## src/rtl/score_glyph_fetch_pkg.sv

```systemverilog
// rtl/score_glyph_fetch_pkg.sv - shared constants and FSM encoding for the score glyph fetcher
//
// Purpose : constants shared by the BCD score counter and the glyph fetch engine.
//           SEG_W   - glyph (ROM data) width
//           ADDR_W  - ROM address width
//           DIGIT_W - width of one BCD digit
//           BLANK_CODE - ROM address holding the all-off glyph
//           fetch_state_e - 2-bit fetch FSM encoding
package score_glyph_fetch_pkg;

  localparam int SEG_W   = 10;
  localparam int ADDR_W  = 4;
  localparam int DIGIT_W = 4;

  localparam logic [ADDR_W-1:0] BLANK_CODE = 4'd10;

  typedef enum logic [1:0] {
    ST_IDLE    = 2'd0,
    ST_ISSUE   = 2'd1,
    ST_CAPTURE = 2'd2,
    ST_DONE    = 2'd3
  } fetch_state_e;

endpackage

```

## src/rtl/score_glyph_fetch_bcd_counter.sv

```systemverilog
// rtl/score_glyph_fetch_bcd_counter.sv - saturating decimal ripple counter holding the player score
//
// Purpose : NUM_DIGITS-digit BCD counter. clr has priority over inc; inc at all-9s is ignored.
// Ports   :
//   clk_i        in   system clock
//   rst_n_i      in   asynchronous active-low reset (score -> 0)
//   inc_i        in   add one to the score this cycle
//   clr_i        in   synchronous clear to zero
//   score_bcd_o  out  NUM_DIGITS*DIGIT_W live score, digit 0 (units) in [3:0]
module score_glyph_fetch_bcd_counter
  import score_glyph_fetch_pkg::*;
#(
  parameter int NUM_DIGITS = 4
) (
  input  logic                          clk_i,
  input  logic                          rst_n_i,
  input  logic                          inc_i,
  input  logic                          clr_i,
  output logic [NUM_DIGITS*DIGIT_W-1:0] score_bcd_o
);

  logic [NUM_DIGITS*DIGIT_W-1:0] score_q;
  logic [NUM_DIGITS*DIGIT_W-1:0] score_d;
  logic                          all_nines;

  always_comb begin
    all_nines = 1'b1;
    for (int i = 0; i < NUM_DIGITS; i++) begin
      if (score_q[i*DIGIT_W +: DIGIT_W] != 4'd9) all_nines = 1'b0;
    end
  end

  // Carry ripples upward through every digit that wraps 9 -> 0; the first
  // digit below 9 absorbs it. Saturation blocks the carry at the source.
  always_comb begin
    logic carry;
    score_d = score_q;
    carry   = inc_i & ~all_nines;
    for (int i = 0; i < NUM_DIGITS; i++) begin
      if (carry) begin
        if (score_q[i*DIGIT_W +: DIGIT_W] == 4'd9) begin
          score_d[i*DIGIT_W +: DIGIT_W] = '0;
        end else begin
          score_d[i*DIGIT_W +: DIGIT_W] = score_q[i*DIGIT_W +: DIGIT_W] + 4'd1;
          carry = 1'b0;
        end
      end
    end
    if (clr_i) score_d = '0;
  end

  always_ff @(posedge clk_i or negedge rst_n_i) begin
    if (!rst_n_i) begin
      score_q <= '0;
    end else begin
      score_q <= score_d;
    end
  end

  assign score_bcd_o = score_q;

endmodule

```

## src/rtl/score_glyph_fetch.sv

```systemverilog
// rtl/score_glyph_fetch.sv - score keeper and glyph ROM reader with atomic publish
//
// Purpose : keeps the BCD score and, on refresh, snapshots it and reads one glyph
//           per digit from an external 1-cycle registered ROM into a shadow buffer,
//           then publishes all glyphs in a single edge.
// Ports   :
//   clk_i        in   system clock
//   rst_n_i      in   asynchronous active-low reset
//   score_inc_i  in   +1 to score
//   score_clr_i  in   clear score (wins over inc)
//   refresh_i    in   request a glyph fetch (level sampled)
//   rom_addr_o   out  ADDR_W registered ROM address (0..10)
//   rom_data_i   in   SEG_W ROM glyph, valid the cycle after the ROM sampled the address
//   glyphs_o     out  NUM_DIGITS*SEG_W published glyphs, digit 0 in [SEG_W-1:0]
//   score_bcd_o  out  NUM_DIGITS*4 live BCD score
//   busy_o       out  fetch in progress (ISSUE, CAPTURE, DONE)
//   done_o       out  one-cycle pulse after glyphs were updated
module score_glyph_fetch
  import score_glyph_fetch_pkg::*;
#(
  parameter int NUM_DIGITS = 4,
  parameter int BLANK_LZ   = 1
) (
  input  logic                          clk_i,
  input  logic                          rst_n_i,
  input  logic                          score_inc_i,
  input  logic                          score_clr_i,
  input  logic                          refresh_i,
  output logic [ADDR_W-1:0]             rom_addr_o,
  input  logic [SEG_W-1:0]              rom_data_i,
  output logic [NUM_DIGITS*SEG_W-1:0]   glyphs_o,
  output logic [NUM_DIGITS*DIGIT_W-1:0] score_bcd_o,
  output logic                          busy_o,
  output logic                          done_o
);

  localparam int IDX_W = (NUM_DIGITS > 1) ? $clog2(NUM_DIGITS) : 1;

  logic [NUM_DIGITS*DIGIT_W-1:0]        score_bcd;
  fetch_state_e                         state_q;
  logic [IDX_W-1:0]                     idx_q;
  logic [NUM_DIGITS*DIGIT_W-1:0]        snap_q;
  logic [NUM_DIGITS-1:0][SEG_W-1:0]     shadow_q;
  logic [NUM_DIGITS-1:0][SEG_W-1:0]     glyphs_q;
  logic [ADDR_W-1:0]                    rom_addr_q;
  logic                                 busy_q;
  logic                                 done_q;
  logic                                 pending_q;

  score_glyph_fetch_bcd_counter #(
    .NUM_DIGITS (NUM_DIGITS)
  ) u_bcd_counter (
    .clk_i       (clk_i),
    .rst_n_i     (rst_n_i),
    .inc_i       (score_inc_i),
    .clr_i       (score_clr_i),
    .score_bcd_o (score_bcd)
  );

  // ROM address for digit i of a score: the digit itself, or the blank glyph
  // when it is a leading zero. The units digit always shows.
  function automatic logic [ADDR_W-1:0] digit_code(
    input logic [NUM_DIGITS*DIGIT_W-1:0] bcd,
    input int                            i
  );
    logic upper_zero;
    upper_zero = 1'b1;
    for (int j = 0; j < NUM_DIGITS; j++) begin
      if (j >= i && bcd[j*DIGIT_W +: DIGIT_W] != '0) upper_zero = 1'b0;
    end
    if (BLANK_LZ != 0 && i > 0 && upper_zero) return BLANK_CODE;
    return ADDR_W'(bcd[i*DIGIT_W +: DIGIT_W]);
  endfunction

  always_ff @(posedge clk_i or negedge rst_n_i) begin
    if (!rst_n_i) begin
      state_q    <= ST_IDLE;
      idx_q      <= '0;
      snap_q     <= '0;
      shadow_q   <= '0;
      glyphs_q   <= '0;
      rom_addr_q <= BLANK_CODE;
      busy_q     <= 1'b0;
      done_q     <= 1'b0;
      pending_q  <= 1'b0;
    end else begin
      done_q <= 1'b0;
      // Requests during a fetch collapse into a single follow-up fetch.
      if (refresh_i && state_q != ST_IDLE) pending_q <= 1'b1;

      unique case (state_q)
        ST_IDLE: begin
          if (refresh_i || pending_q) begin
            snap_q     <= score_bcd;
            pending_q  <= 1'b0;
            idx_q      <= '0;
            rom_addr_q <= digit_code(score_bcd, 0);
            busy_q     <= 1'b1;
            state_q    <= ST_ISSUE;
          end
        end
        ST_ISSUE: begin
          // Address stays put; the ROM registers it at the end of this cycle.
          state_q <= ST_CAPTURE;
        end
        ST_CAPTURE: begin
          shadow_q[idx_q] <= rom_data_i;
          if (int'(idx_q) == NUM_DIGITS - 1) begin
            state_q <= ST_DONE;
          end else begin
            idx_q      <= idx_q + IDX_W'(1);
            rom_addr_q <= digit_code(snap_q, int'(idx_q) + 1);
            state_q    <= ST_ISSUE;
          end
        end
        ST_DONE: begin
          glyphs_q <= shadow_q;
          done_q   <= 1'b1;
          busy_q   <= 1'b0;
          state_q  <= ST_IDLE;
        end
      endcase
    end
  end

  assign rom_addr_o  = rom_addr_q;
  assign glyphs_o    = glyphs_q;
  assign score_bcd_o = score_bcd;
  assign busy_o      = busy_q;
  assign done_o      = done_q;

endmodule

```

## config.mk

```make
export PLATFORM = sky130hd
export DESIGN_NAME = score_glyph_fetch
export DESIGN_NICKNAME = d
export VERILOG_FILES = /design/src/rtl/score_glyph_fetch_pkg.sv /design/src/rtl/score_glyph_fetch_bcd_counter.sv /design/src/rtl/score_glyph_fetch.sv
export SDC_FILE = /design/constraint.sdc
export NUM_CORES = 1
export LEC_CHECK = 0
export CORE_MARGIN = 2
export CORE_UTILIZATION = 43
export CTS_BUF_LIST = sky130_fd_sc_hd__clkbuf_2
export DETAILED_ROUTE_END_ITERATION = 10
export PLACE_DENSITY = 0.75
export SLEW_MARGIN = 20
export SYNTH_ARGS = -nofsm -noshare
export SYNTH_HDL_FRONTEND = slang
export SYNTH_SLANG_ARGS = --single-unit
```

## constraint.sdc

```tcl
create_clock -name clk_i -period 1.7 [get_ports clk_i]
set_input_delay 0.34 -clock clk_i [delete_from_list [all_inputs] [get_ports clk_i]]
set_output_delay 0.34 -clock clk_i [all_outputs]
set_load 0.005 [all_outputs]
```

==> Word level (Yosys, flattened, before mapping) <==
Cells that the tools add are included.
Widths: inputs -> output; s select.
{ "op_classes": {"n_mux": 48, "bitwise": 2, "n_lt_le_gt_ge": 7, "eq_ne": 14, "shifts": 1, "addsub": 6, "n_reduce_logical": 23} }
{ "op_table": {"columns": ["op", "n"], "rows": [
  ["$mux 4", 12],
  ["$bwmux 40", 1],
  ["$mux 1", 24],
  ["$demux 10 s2", 1],
  ["$add 4x1->4 const B", 4],
  ["$eq 4x4->1 const B", 4],
  ["$mux 16", 1],
  ["$ne 4x4->1 const B", 4],
  ["$reduce_bool 4->1", 4],
  ["$shiftx 16x6->4", 1],
  ["$reduce_bool 2->1", 7],
  ["$mux 10", 1],
  ["$mux 2", 4],
  ["$pmux 2 s4", 1],
  ["$pmux 4 s2", 1],
  ["$logic_and 1x1->1", 7],
  ["$ge 1x3->1 const A", 2],
  ["$ge 2x3->1 const A", 2],
  ["$eq 2x1->1 const B", 2],
  ["$eq 2x2->1 const B", 2],
  ["$ne 2x2->1 const B", 2],
  ["$pmux 2 s2", 1],
  ["$reduce_and 2->1", 2],
  ["$add 2x1->3 const B", 1],
  ["other kinds (10)", 10]
]} }
{ "totals": {"out_inout_bits": 62, "input_bits": 15, "register_bits": 123, "word_cells": 120} }

==> Logic depth before layout (Yosys ltp) <==
Gate-level depths: netlist (run 1).
{ "depth": {"depth_word": 16, "depth_mapped": 7, "mapped_depth_nobuf": 6} }

==> Modules after synthesis <==
Synthesis (run 1) repeated with hierarchy kept, for this count alone.
{ "hier_totals": {"cells_unflattened": 384, "area_unflattened_um2": 5031.1} }
{ "modules_own_cells": {"columns": ["module", "instances", "cells_per_inst", "area_per_inst_um2", "seq_area_each_um2"], "rows": [
  ["score_glyph_fetch", 1, 292, 4112.7, 2580.0],
  ["score_glyph_fetch_bcd_counter", 1, 92, 918.4, 400.4]
]} }

==> Worst setup path before layout (run 1) <==
OpenSTA, ideal clock, no wires.
{ "synth_path": {"path_type": "flip-flop to flip-flop", "from": "reg idx_q[0]", "to": "reg rom_addr_q[1] (netlist: rom_addr_o[1])", "period_less_slack_ns": 1.676, "setup_ns": 0.088, "required_ns": 1.612, "n_path_buf": 1, "slack_ns": 0.024, "path_stages_with_launch": 6, "t_arrival_ns": 1.588, "path_cell_list": "dfrtp_1 ha_1 or3b_1 clkbuf_1 o31a_2 a221oi_2"} }
{ "synth_via": {"elab_chain_len": 16, "elab_cells_between_ends": 27, "cone_classes": "add/sub (1); order compare (5); eq/ne (2); shift (1); mux (12); reduce/logical (6)"} }
{ "synth_rtl": {"columns": ["element", "line", "text"], "rows": [
  ["start: declaration", "score_glyph_fetch.sv:41", "logic [IDX_W-1:0] idx_q;"],
  ["start signal: assignment", "score_glyph_fetch.sv:111", "idx_q <= idx_q + IDX_W'(1);"],
  ["$add 2x1->3", "score_glyph_fetch.sv:112", "rom_addr_q <= digit_code(snap_q, int'(idx_q) + 1);"],
  ["$ge 1x3->1", "score_glyph_fetch.sv:69", "if (j >= i && bcd[j*DIGIT_W +: DIGIT_W] != '0) upper_zero = 1'b0;"],
  ["$logic_and 1x1->1", "score_glyph_fetch.sv:69", null],
  ["$mux 1 (4 in a row)", "score_glyph_fetch.sv:69", null],
  ["$mux 1", "score_glyph_fetch.sv:108", "if (int'(idx_q) == NUM_DIGITS - 1) begin"],
  ["$mux 1", "score_glyph_fetch.sv:91", "unique case (state_q)"],
  ["$logic_and 1x1->1", "score_glyph_fetch.sv:71", "if (BLANK_LZ != 0 && i > 0 && upper_zero) return BLANK_CODE;"],
  ["$mux 1", "score_glyph_fetch.sv:71", null],
  ["$mux 1", "score_glyph_fetch.sv:108", null],
  ["$mux 1", "score_glyph_fetch.sv:91", null],
  ["$mux 4", "score_glyph_fetch.sv:72", "return ADDR_W'(bcd[i*DIGIT_W +: DIGIT_W]);"],
  ["$mux 4", "score_glyph_fetch.sv:108", null],
  ["$pmux 4 s2", "score_glyph_fetch.sv:91", null],
  ["end signal: assignment", "score_glyph_fetch.sv:97", "rom_addr_q <= digit_code(score_bcd, 0);"],
  ["end signal: assignment", "score_glyph_fetch.sv:112", null],
  ["end: declaration", "score_glyph_fetch.sv:45", "logic [ADDR_W-1:0] rom_addr_q;"]
]} }
Several ways; a longest one is shown, not always the timed one. The select of a mux whose other input is x is not followed.
A chain may end at the register's enable or synchronous reset.

==> Worst setup path after layout (run 1) <==
{ "layout_path": {"from": "reg u_bcd_counter.score_q[5] (netlist: u_bcd_counter.score_bcd_o[5])", "to": "reg u_bcd_counter.score_q[3] (netlist: u_bcd_counter.score_bcd_o[3])"} }
{ "layout_via": {"elab_chain_len": 7} }
{ "layout_rtl": {"columns": ["element", "line", "text"], "rows": [
  ["start: declaration", "score_glyph_fetch_bcd_counter.sv:22", "logic [NUM_DIGITS*DIGIT_W-1:0] score_q;"],
  ["start signal: assignment", "score_glyph_fetch_bcd_counter.sv:56", "score_q <= score_d;"],
  ["$ne 4x4->1", "score_glyph_fetch_bcd_counter.sv:29", "if (score_q[i*DIGIT_W +: DIGIT_W] != 4'd9) all_nines = 1'b0;"],
  ["$mux 1 (3 in a row)", "score_glyph_fetch_bcd_counter.sv:29", null],
  ["$not 1->1", "score_glyph_fetch_bcd_counter.sv:38", "carry = inc_i & ~all_nines;"],
  ["$and 1x1->1", "score_glyph_fetch_bcd_counter.sv:38", null],
  ["$reduce_bool 2->1 (no line)", null, null]
]} }
Every way passes these cells.

==> results of run 1 <==
[worst max-delay path by stage]
stage,cells after the start,end,slack [ns],from
6_report,8,u_bcd_counter.score_bcd_o[3],-0.03,u_bcd_counter.score_bcd_o[5]
5_1_grt,1,rom_addr_o[3],-0.13,rom_addr_o[3]
4_1_cts,1,rom_addr_o[1],-0.07,rom_addr_o[1]
3_5_place_dp,4,u_bcd_counter.score_bcd_o[11],-0.11,score_inc_i
3_3_place_gp,4,u_bcd_counter.score_bcd_o[11],-0.02,score_inc_i
2_1_floorplan,5,rom_addr_o[1],0.02,idx_q[0]
[flip-flops by register name, summed over array words and instances, names as in the netlist]
| name | cells |
|---|---|
| busy_o | 1 |
| done_o | 1 |
| glyphs_o | 40 |
| idx_q | 2 |
| pending_q | 1 |
| rom_addr_o | 4 |
| shadow_q | 40 |
| snap_q | 12 |
| state_q | 2 |
| u_bcd_counter.score_bcd_o | 16 |
[per-stage QoR]
step / std cells / worst slack (ns) / hold slack (ns) / utilization, %
finish: 673 / -0.0286 / 0.156 / 57.1
global route: 673 / -0.130 / 0.102 / 57.1
CTS: 661 / -0.0686 / 0.119 / 57.0
detailed placement: 602 / -0.106 / 0.352 / 53.8
global placement: 602 / -0.0228 / 0.342 / 53.8
floorplan: 372 / 0.0239 / 0.0444 / -
[Yosys cell counts (3+ instances only)]
library cell / number
a21oi_1: 16
nand2_2: 3
nand3_1: 5
nand2_1: 15
mux2_2: 91
inv_1: 9
nor4_1: 4
nand3b_1: 6
o31ai_1: 3
nor2_1: 19
dfrtp_1: 117
o21ai_0: 8
nor3_1: 4
clkbuf_1: 5
buf_2: 8
mux2i_1: 7
ha_1: 14
[routing by layer]
metal	vias to the layer above	part of all wire, %
met5	-	0
met4	0	1.1
met3	13	6.0
met2	137	49
met1	1783	44
li1	1629	-
[power breakdown]
group | internal (mW) | total, mW | leakage, nW | switching, mW
Clock | 0.677 | 1.75 | 0.142 | 1.07
Sequential | 3.94 | 4.54 | 1.45 | 0.598
Combinational | 2.02 | 3.37 | 1.50 | 1.35
[worst max-delay path, stage by stage (launching register included)]
cell	delay (ns)
dfrtp_1	0.45
buf_6	0.13
inv_4	0.05
ha_4	0.12
nand3b_1	0.10
buf_6	0.16
o41ai_4	0.36
nand2_1	0.11
a21oi_1	0.16
[layout make-up]
class / count / share of cell area (%)
Clock buffer: 19 / 1.45
Tap cell: 143 / 2.73
Inverter: 9 / 0.592
Clock inverter: 12 / 1.99
Sequential cell: 119 / 45.6
Multi-Input combinational cell: 229 / 31.3
Timing Repair Buffer: 142 / 16.3
[timing repair]
action,4_1_cts,5_1_grt
setup endpoints to repair,66,65
resized for setup,196,60
hold buffers,1,0
pin swaps,0,13
hold endpoints to repair,112,0
buffers inserted,29,14
[cells by family (layout without fill, tap and decap cells)]
| group | count (synthesis) | in the layout | synth area share (%) |
|---|---|---|---|
| adder cells (fa/ha/maj) | 14 | 14 | 3.46 |
| XOR/XNOR | 2 | 2 | 0.346 |
| AO/OA/AOI/OAI | 39 | 39 | 5.15 |
| multiplexers | 98 | 98 | 21.6 |
| AND/OR/NAND/NOR | 76 | 76 | 8.26 |
| flip-flops | 119 | 119 | 58.9 |
| buffers and inverters | 24 | 182 | 2.20 |
==> impl_results.md, run 1 <==
- Fin nets: ~550
- Pins Over Slew Limit: 0
- Total Power: 9.66 mW
- Synth top area cells: dfrtp_1 (58%), mux2_2 (20%), ha_1 (3.5%)
- CTS tree: done
- Required time at the worst-slack endpoint: 2.27 ns
- H-tree Lvls: 4
- Number of port buffers: 76
- Total global routing overflow: 0
- Largest net degree at the start of global routing: 43
- Final worst slack: -0.0286 ns
- Mapped Cells: roughly 370
- R2R setup slack: -0.03 ns
- Fin crit period: 1.73 ns
- Met3 GRT Util: 5.72%
- Final hold violation count: 0
- Worst-margin pin slew: 0.556 ns
- Fmax: 578 MHz
- Reg2reg path depth: 8
- Core Area: around 11000 um^2
- Antenna Nets Post-Route: 0
- Fin area: 6550 um^2
- Gpl congestion: 0.915
- Routed length per instance: 16.8 um
- GR Util All Layers: 18.4%
- Top_reg_cell synth: dfrtp_1
- RSZ-0062 raised after global routing: yes
- Global routing's busiest layer: met2
- Unique cell type count in the Yosys netlist: between 40 and 50
- Total Routed Length: about 11000 um
- Post-synthesis sequential area ratio: 58.9%
- Fill cell count: 918
- Leakage power: 3.09 nW
- Vias in the first global route: 3714
- Met2 usage: 29.7%
- FF/Latch Area: 2990 um^2
- Share of Yosys cell area claimed by the top area cell type: 57.9%
- Initial antenna violation count: 0
- DRT iter0 DRCs: 180
- Remaining routing DRC violations: 0
- CP endpoint kind: register
- FFs w/ async S/R, synth: 100%
- Status: finished, violations left
- Layout cells sized above 1: 53.4%
- Ant. Diodes: 0
- Routed vias: about 3600
- # IOs: 77
- R2r endpoint: u_bcd_counter.score_bcd_o[3]
- Global Route met1 Usage: 23.7%
- CTS Buf Count: 17
- Final TNS setup: -0.0428 ns
- Final Cycle Share: 102%
- Die Footprint: ~13000 um^2
- Violated checks: negative setup slack
- PwrDens: around 1500 nW/um^2
- Synth area leader: dfrtp_1
- Total of warnings raised by yosys: 0
- HP Class: in2async
- Synthesized Nets: around 400
- Slew headroom: 62.6%
- Synth Cell Area: slightly above 5000 um^2
- Max Clock Skew: ~0.034 ns
- Avg Inst Size Synth: 13.6 um^2
- Clk sink count: 119
- Synth Register Bits: 119
- Initial Utilization: 44.1%
- Kind of critical path: reg2reg
- Hpwl dp: roughly 7200 um
- Commonest non-fill, non-tap cell in the layout: dfrtp_1
- Crit-path max FO: 5
- Clock Path Buffers: 2
- R2r startpoint: u_bcd_counter.score_bcd_o[5]
- Area delta synth->final: 29.5%
- Max rail drop VDD: 765 uV
- Most frequent cells in the layout: dfrtp_1 (109), mux2_2 (91), clkbuf_2 (55), buf_4 (55)
- FP Rows: 39
- Startpoint Class: register
- Vias per cell: between 5 and 6
- Final setup vio count: 5
- Worst EP arrival: between 2 and 2.5 ns
- First-pass GRT wire length: 18300 um
- Die Span Y: 112 um
- Detailed Routing Iterations Pass 1: 4
- Die width: 112 um
- Area occupied by multi-input gates: approximately 2100 um^2
- # Max-Cap Violations: 0
- Area of placed instances: 6160 um^2
- Root Driver: clkbuf_2
- EDFF count, synth: 0
- CTS clk-pin slew, worst paths: 0.19 ns
- Clk Latency, worst-skew pair: 0.67 ns
(Power assumes the default switching activity.)
==> inputs of run 2 (changes only) <==
Settings changed: CORE_UTILIZATION 43 to 40, PLACE_DENSITY 0.75 to 0.72, SLEW_MARGIN 20 to not set, SYNTH_HIERARCHICAL set to 1.
==> run 2 against run 1 <==
- the flow still finishes with violations (negative setup slack)
- die area up 6.7%
- area after synthesis decreased by 0.52%
- register-to-register slack worse by 0.03 ns
- worst hold slack lost 0.038 ns
- sequential power about the same
- synthesized cell count increased by 3.2%
- clock skew up 0.0043 ns
- clock power about the same
- via count is 2.9% lower
- worst setup slack got worse by 0.029 ns
- critical endpoint is now u_bcd_counter/score_bcd_o[5]
==> impl_results.md, run 2 <==
- CTS Buf Count: 17 (unchanged)
- Crit-path slowest cell: dfrtp_1
- Met3 wire len: 632 um (-6.9%)
- Largest net degree at the start of global routing: 52 (+21%)
- Share of Yosys cell area claimed by the top area cell type: 58.2% (+0.30 points)
- Met1 wire length: 4830 um (-2.2%)
- Final setup vio count: 5 (unchanged)
- CP max stage delay: 0.45 ns (about the same)
- Gpl congestion: 0.836 (-8.6%)
- Synth Register Bits: 119 (unchanged)
- Mapped Cells: 384 (+3.2%)
- Dpl ws: -0.207 ns (-0.101 ns)
- Antenna Nets Post-Route: 0 (unchanged)
- Initial antenna violation count: 0 (unchanged)
- RSZ-0062 raised after global routing: yes
- Root Driver: clkbuf_2
- PwrDens: 1450 nW/um^2 (-1.9%)
- Unique cell type count in the Yosys netlist: 46 (unchanged)
- First-pass GRT wire length: 17400 um (-4.9%)
- Top cell by count, worst path: buf_4
- Commonest non-fill, non-tap cell in the layout: dfrtp_1
- Top_reg_cell synth: dfrtp_1
- Violated checks: negative setup slack
- Vias in the first global route: 3509 (-5.5%)
- Hpwl dp: 7080 um (-1.3%)
- Fin crit period: 1.76 ns (+0.0293 ns)
- Status: finished, violations left
- Synthesized Nets: 412 (+2.7%)
- Routed vias: 3457 (-2.9%)
- Critical path's top delay family: simple AND/OR/NAND/NOR gates
- Die Footprint: 13500 um^2 (+6.7%)
- CTS tree: done
- Synth area leader: dfrtp_1
- Fmax: 569 MHz (-1.7%)
- Hold_ws: 0.117 ns (-0.0384 ns)
- Max rail drop VDD: 452 uV (-41%)
- Synth Cell Area: 5030 um^2 (-0.52%)
- Clk Latency, worst-skew pair: 0.67 ns (about the same)
- Top Metal Used: met4
- Max Clock Skew: 0.0385 ns (+0.00426 ns)
- Leakage power: 3.08 nW (-0.19%)
- Fin area: 6540 um^2 (-0.13%)
- Buffer and inverter count on the worst path: 2 (-1)
- Clock Path Buffers: 2 (unchanged)
- Routed length per instance: 15.2 um (-9.1%)
- Final hold violation count: 0 (unchanged)
- Clk sink count: 119 (unchanged)
- Met2 wire length: 5120 um (-7.7%)
- # IOs: 77 (unchanged)
- Dpl cells: 644 (+7.0%)
- FFs w/ async S/R, synth: 100% (unchanged)
- FP Rows: 40 (+2.6%)
- Layout cells sized above 1: 46.8% (-6.6 points)
- Die Span Y: 116 um (+3.3%)
- Cell Count, Final, Fillers Out: 704 (+4.6%)
- Total Routed Length: 10700 um (-4.9%)
- Final Cycle Share: 103% (+1.7 points)
- Remaining routing DRC violations: 0 (unchanged)
- Core Area: 12200 um^2 (+6.1%)
- Avg Inst Size Synth: 13.1 um^2 (-3.6%)
- Worst-margin pin slew: 0.805 ns (+0.249 ns)
- Worst EP arrival: 2.34 ns (+0.04 ns)
- Initial Utilization: 41.4% (-2.7 points)
- Final TNS setup: -0.162 ns (-0.119 ns)
- Most frequent cells in the layout: dfrtp_1 (116), mux2_2 (80), nand2_1 (50), clkbuf_2 (48), buf_4 (37)
- Number of port buffers: 76 (unchanged)
- H-tree Lvls: 4 (unchanged)
- Fin nets: 551 (+0.73%)
- Slew headroom: 46.0% (-17 points)
- Total global routing overflow: 0 (unchanged)
- Ant. Diodes: 0 (unchanged)
- DRT iter0 DRCs: 238 (+32%)
- Required time at the worst-slack endpoint: 2.28 ns (about the same)
- Pins Over Slew Limit: 0 (unchanged)
- Final worst slack: -0.0580 ns (-0.0293 ns)
- Startpoint Class: register
- Die width: 116 um (+3.3%)
- Detailed Routing Iterations Pass 1: 4 (unchanged)
- EDFF count, synth: 0 (unchanged)
- Crit-path max FO: 6 (+1)
- HP Class: in2async
- Top-count cell post-synth: dfrtp_1
- GR Util All Layers: 16.9% (-1.5 points)
- Post-synthesis sequential area ratio: 59.2% (+0.31 points)
- Fin util: 53.8% (-3.3 points)
- Post-synth top cells: dfrtp_1 (117), mux2_2 (80), nand2_1 (51)
- Total of warnings raised by yosys: 6 (+6)
- CP endpoint kind: register
- Synth top area cells: dfrtp_1 (58%), mux2_2 (18%), nand2_1 (3.8%)
- Vias per cell: 4.91 (-7.2%)
- Cell breakdown of the critical path: buf_4 > and4bb_2 > nor4b_2 > buf_4 > or3_1 > a21oi_2
- Area of placed instances: 6190 um^2 (+0.39%)
- CTS clk-pin slew, worst paths: 0.20 ns (about the same)
- Total Power: 9.46 mW (-2.1%)
- # Max-Cap Violations: 0 (unchanged)
- Kind of critical path: reg2reg
- Area delta synth->final: 30.0%
[run 2: area by class of cell]
cell class / instances / area (um^2)
inverter: 10 / 37.5
tap: 168 / 210
sequential: 119 / 2980
clock inverter: 12 / 129
fill: 1057 / 5620
timing repair buffer: 134 / 1100
clock buffer: 20 / 100
multi-input combinational: 241 / 1980
[run 2: routing by layer]
| layer | track usage (%) | vias up |
|---|---|---|
| li1 | - | 1630 |
| met1 | 22.1 | 1705 |
| met2 | 27.1 | 108 |
| met3 | 5.71 | 14 |
| met4 | 4.68 | 0 |
| met5 | 0 | - |
[run 2: path summary, 6_finish.rpt]
path | from | to | slack (ns) | cells after the start
worst min register to register | rom_addr_o[1] | rom_addr_o[1] | 0.50 | 2
worst max register to register | u_bcd_counter/score_bcd_o[7] | u_bcd_counter/score_bcd_o[5] | -0.06 | 6
worst min-delay path | rst_n_i | glyphs_o[25] | 0.12 | 2
min in group clk_i | rom_data_i[1] | shadow_q[21] | 0.38 | 2
worst max-delay path | u_bcd_counter/score_bcd_o[7] | u_bcd_counter/score_bcd_o[5] | -0.06 | 6
max in group asynchronous | rst_n_i | rom_addr_o[3] | 0.97 | 3
[run 2: kinds of logic after synthesis]
kind of cell	count (synthesis)	synth area share [%]
buffers and inverters	24	2.34
DFF	119	59.2
muxes	86	19.2
and+or+nand+nor	100	9.87
xor gates and xnor gates	5	0.870
adders and majority gates	13	3.23
AOI/OAI and AO/OA	37	5.22
[run 2: power by group]
group	switching (mW)	internal, mW
Sequential	0.605	3.94
Combinational	1.32	1.87
Clock	1.04	0.684
[run 2: what timing repair did]
action | 4_1_cts | 5_1_grt
endpoints found under the hold margin | 117 | 0
setup buffers | 24 | 5
gates resized for setup | 211 | 45
pin swaps | 3 | 11
hold buffers | 1 | 0
setup endpoints to repair | 63 | 60
==> inputs of run 3 (changes only) <==
Settings changed: CORE_UTILIZATION 40 to 28, CTS_CLUSTER_SIZE set to 25, HOLD_SLACK_MARGIN set to 0.15, PLACE_DENSITY 0.72 to 0.56.
==> run 3 against run 2 <==
- the run now ends clean
- highest routed layer unchanged
- worst setup slack gained 0.062 ns
- via count grew 1.6%
- sequential share of layout area shrank 0.96 points
- first-iteration DRC count shrank 34%
- critical endpoint is now rom_addr_o[1]
- combinational power grew 4%
- critical path depth shrank 5
==> impl_results.md, run 3 (synthesized netlist as in run 2, its figures left out) <==
- Die Footprint: 19100 um^2 (+41%)
- Clock Path Buffers: 2 (unchanged)
- Worst-margin pin slew: 0.544 ns (-0.261 ns)
- Fin crit period: 1.70 ns (-0.0618 ns)
- FP Rows: 49 (+23%)
- Ant. Diodes: 0 (unchanged)
- Hpwl dp: 7600 um (+7.3%)
- Dpl cells: 707 (+9.8%)
- Leakage power: 3.13 nW (+1.5%)
- Routed vias: 3512 (+1.6%)
- Root Driver: clkbuf_2
- Detailed Routing Iterations Pass 1: 5 (+1)
- Vias per cell: 4.53 (-7.7%)
- Crit-path slowest cell: dfstp_2
- # IOs: 77 (unchanged)
- Number of port buffers: 76 (unchanged)
- Routed length per instance: 15.0 um (-1.7%)
- Die width: 138 um (+19%)
- First-pass GRT wire length: 19400 um (+11%)
- Final Cycle Share: 99.8% (-3.6 points)
- Total global routing overflow: 0 (unchanged)
- Antenna Nets Post-Route: 0 (unchanged)
- Startpoint Class: register
- Vias in the first global route: 3598 (+2.5%)
- Core Area: 17800 um^2 (+46%)
- R2r startpoint: u_bcd_counter/score_bcd_o[9]
- Worst path depth: 1 (-5)
- R2r endpoint: u_bcd_counter/score_bcd_o[15]
- Remaining routing DRC violations: 0 (unchanged)
- Logic pwr share: 34.7% (+1.0 points)
- Most frequent cells in the layout: dfrtp_1 (113), mux2_2 (80), nand2_1 (50), buf_4 (47), buf_2 (46)
- Crit path launch: rom_addr_o[1]
- Sequential power share: 47.2% (-0.8 points)
- Max Clock Skew: 0.0295 ns (-0.00894 ns)
- Initial antenna violation count: 0 (unchanged)
- HP Class: in2reg
- GR Util All Layers: 12.8% (-4.0 points)
- Layout cells sized above 1: 48.7% (+1.9 points)
- H-tree Lvls: 4 (unchanged)
- PwrDens: 1440 nW/um^2 (-0.73%)
- Clk Latency, worst-skew pair: 0.67 ns (about the same)
- Fin nets: 561 (+1.8%)
- Slew headroom: 63.6% (+18 points)
- R2R setup slack: 0.03 ns (+0.09 ns)
- Status: finished, final reports clean
- Die Span Y: 138 um (+19%)
- Internal power: 6.55 mW (+0.93%)
- Power share of the clock group: 18.1% (about the same)
- CTS Buf Count: 17 (unchanged)
- Kind of critical path: reg2out
- Commonest non-fill, non-tap cell in the layout: dfrtp_1
- CP endpoint kind: output pin
- Crit path to: rom_addr_o[1]
- Required time at the worst-slack endpoint: 1.36 ns (-0.92 ns)
- CTS tree: done
- Gpl congestion: 0.812 (-2.9%)
- CP max stage delay: 0.58 ns (+0.13 ns)
- # Max-Cap Violations: 0 (unchanged)
- Area of placed instances: 6280 um^2 (+1.5%)
- Initial Utilization: 28.3% (-13 points)
- Total Routed Length: 11600 um (+8.2%)
- Worst EP arrival: 1.36 ns (-0.98 ns)
- Sw frac: 31.8% (+0.41 points)
- Largest net degree at the start of global routing: 61 (+17%)
- Fmax: 590 MHz (+3.6%)
- Crit-path max FO: 2 (-4)
- Max rail drop VDD: 546 uV (+21%)
- Buffer and inverter count on the worst path: 1 (-1)
- RSZ-0062 raised after global routing: yes
- CTS clk-pin slew, worst paths: 0.19 ns (about the same)
- Cell Count, Final, Fillers Out: 775 (+10%)
- Total Power: 9.60 mW (+1.5%)
- Pins Over Slew Limit: 0 (unchanged)
- Critical path's top delay family: flip-flops
- Cell breakdown of the critical path: buf_6
- Clk sink count: 119 (unchanged)
- Area delta synth->final: 33.0%
- Reg2reg path depth: 6 (unchanged)
- Final hold violation count: 0 (unchanged)
- DRT iter0 DRCs: 157 (-34%)
- Final setup vio count: 0 (-5)
- Psw: 3.05 mW (+2.8%)
- Fin area: 6690 um^2 (+2.3%)
-- run 3: changes by cell type in the layout (fill, tap and decap cells not counted), sizes merged --
cell,previous run,this run
buf,88,127
dlygate4sd3,1,2
clkdlybuf4s15,4,0
inv,11,10
clkinvlp,5,4
clkbuf,48,20
clkinv,4,8
-- run 3: metrics by stage --
stage               hold slack (ns)  utilization (%)  worst slack, ns  setup TNS [ns]
finish                        0.364             37.6          0.00379               0
global route                  0.275             37.6           -0.120           -1.36
CTS                           0.273             36.9          -0.0833          -0.720
detailed placement            0.387             35.3           -0.198           -3.08
global placement              0.381             35.3           -0.152           -2.03
floorplan                    0.0444                -          -0.0908         -0.0908
-- run 3: area by class of cell --
class                      instances  area [um^2]
tap                              229          287
sequential                       119         2990
clock buffer                      18         90.1
timing repair buffer             144         1150
fill                            1768        11100
clock inverter                    14          135
inverter                          10         37.5
multi-input combinational        241         2000
-- run 3: per-layer routing --
metal  routed length [um]  part of all wire, %  global-route usage (%)
met5                    0                    0                       0
met2                 5220                   45                    19.1
met1                 5510                   47                    17.7
met3                  713                  6.1                    4.47
met4                  163                  1.4                    3.81
-- run 3: worst min path at each step --
stage	startpoint	end	slack [ns]	depth (start not counted)
after CTS	rom_data_i[8]	shadow_q[38]	0.27	2
final	score_clr_i	u_bcd_counter/score_bcd_o[12]	0.36	2
after floorplan	rst_n_i	busy_o	0.04	0
after global placement	rst_n_i	glyphs_o[5]	0.38	2
after detailed placement	rst_n_i	glyphs_o[35]	0.39	2
after global routing	rom_data_i[8]	shadow_q[18]	0.27	2
-- run 3: power by group through the flow --
stage / clock (mW) / sequential [mW] / combinational (mW)
after floorplan: 0 / 4.49 / 1.94
after global placement: 0 / 4.59 / 3.56
after detailed placement: 0 / 4.64 / 3.63
after CTS: 1.82 / 4.54 / 3.34
after global routing: 1.95 / 4.69 / 3.70
final: 1.74 / 4.53 / 3.33
-- run 3: timing repair --
item | in CTS | in global routing
pin swaps | 1 | 8
resized for setup | 270 | 22
setup buffers | 28 | 7
hold buffers | 2 | 0
cloned | 0 | 0
hold endpoints to repair | 119 | 0
endpoints found under the setup margin | 63 | 51
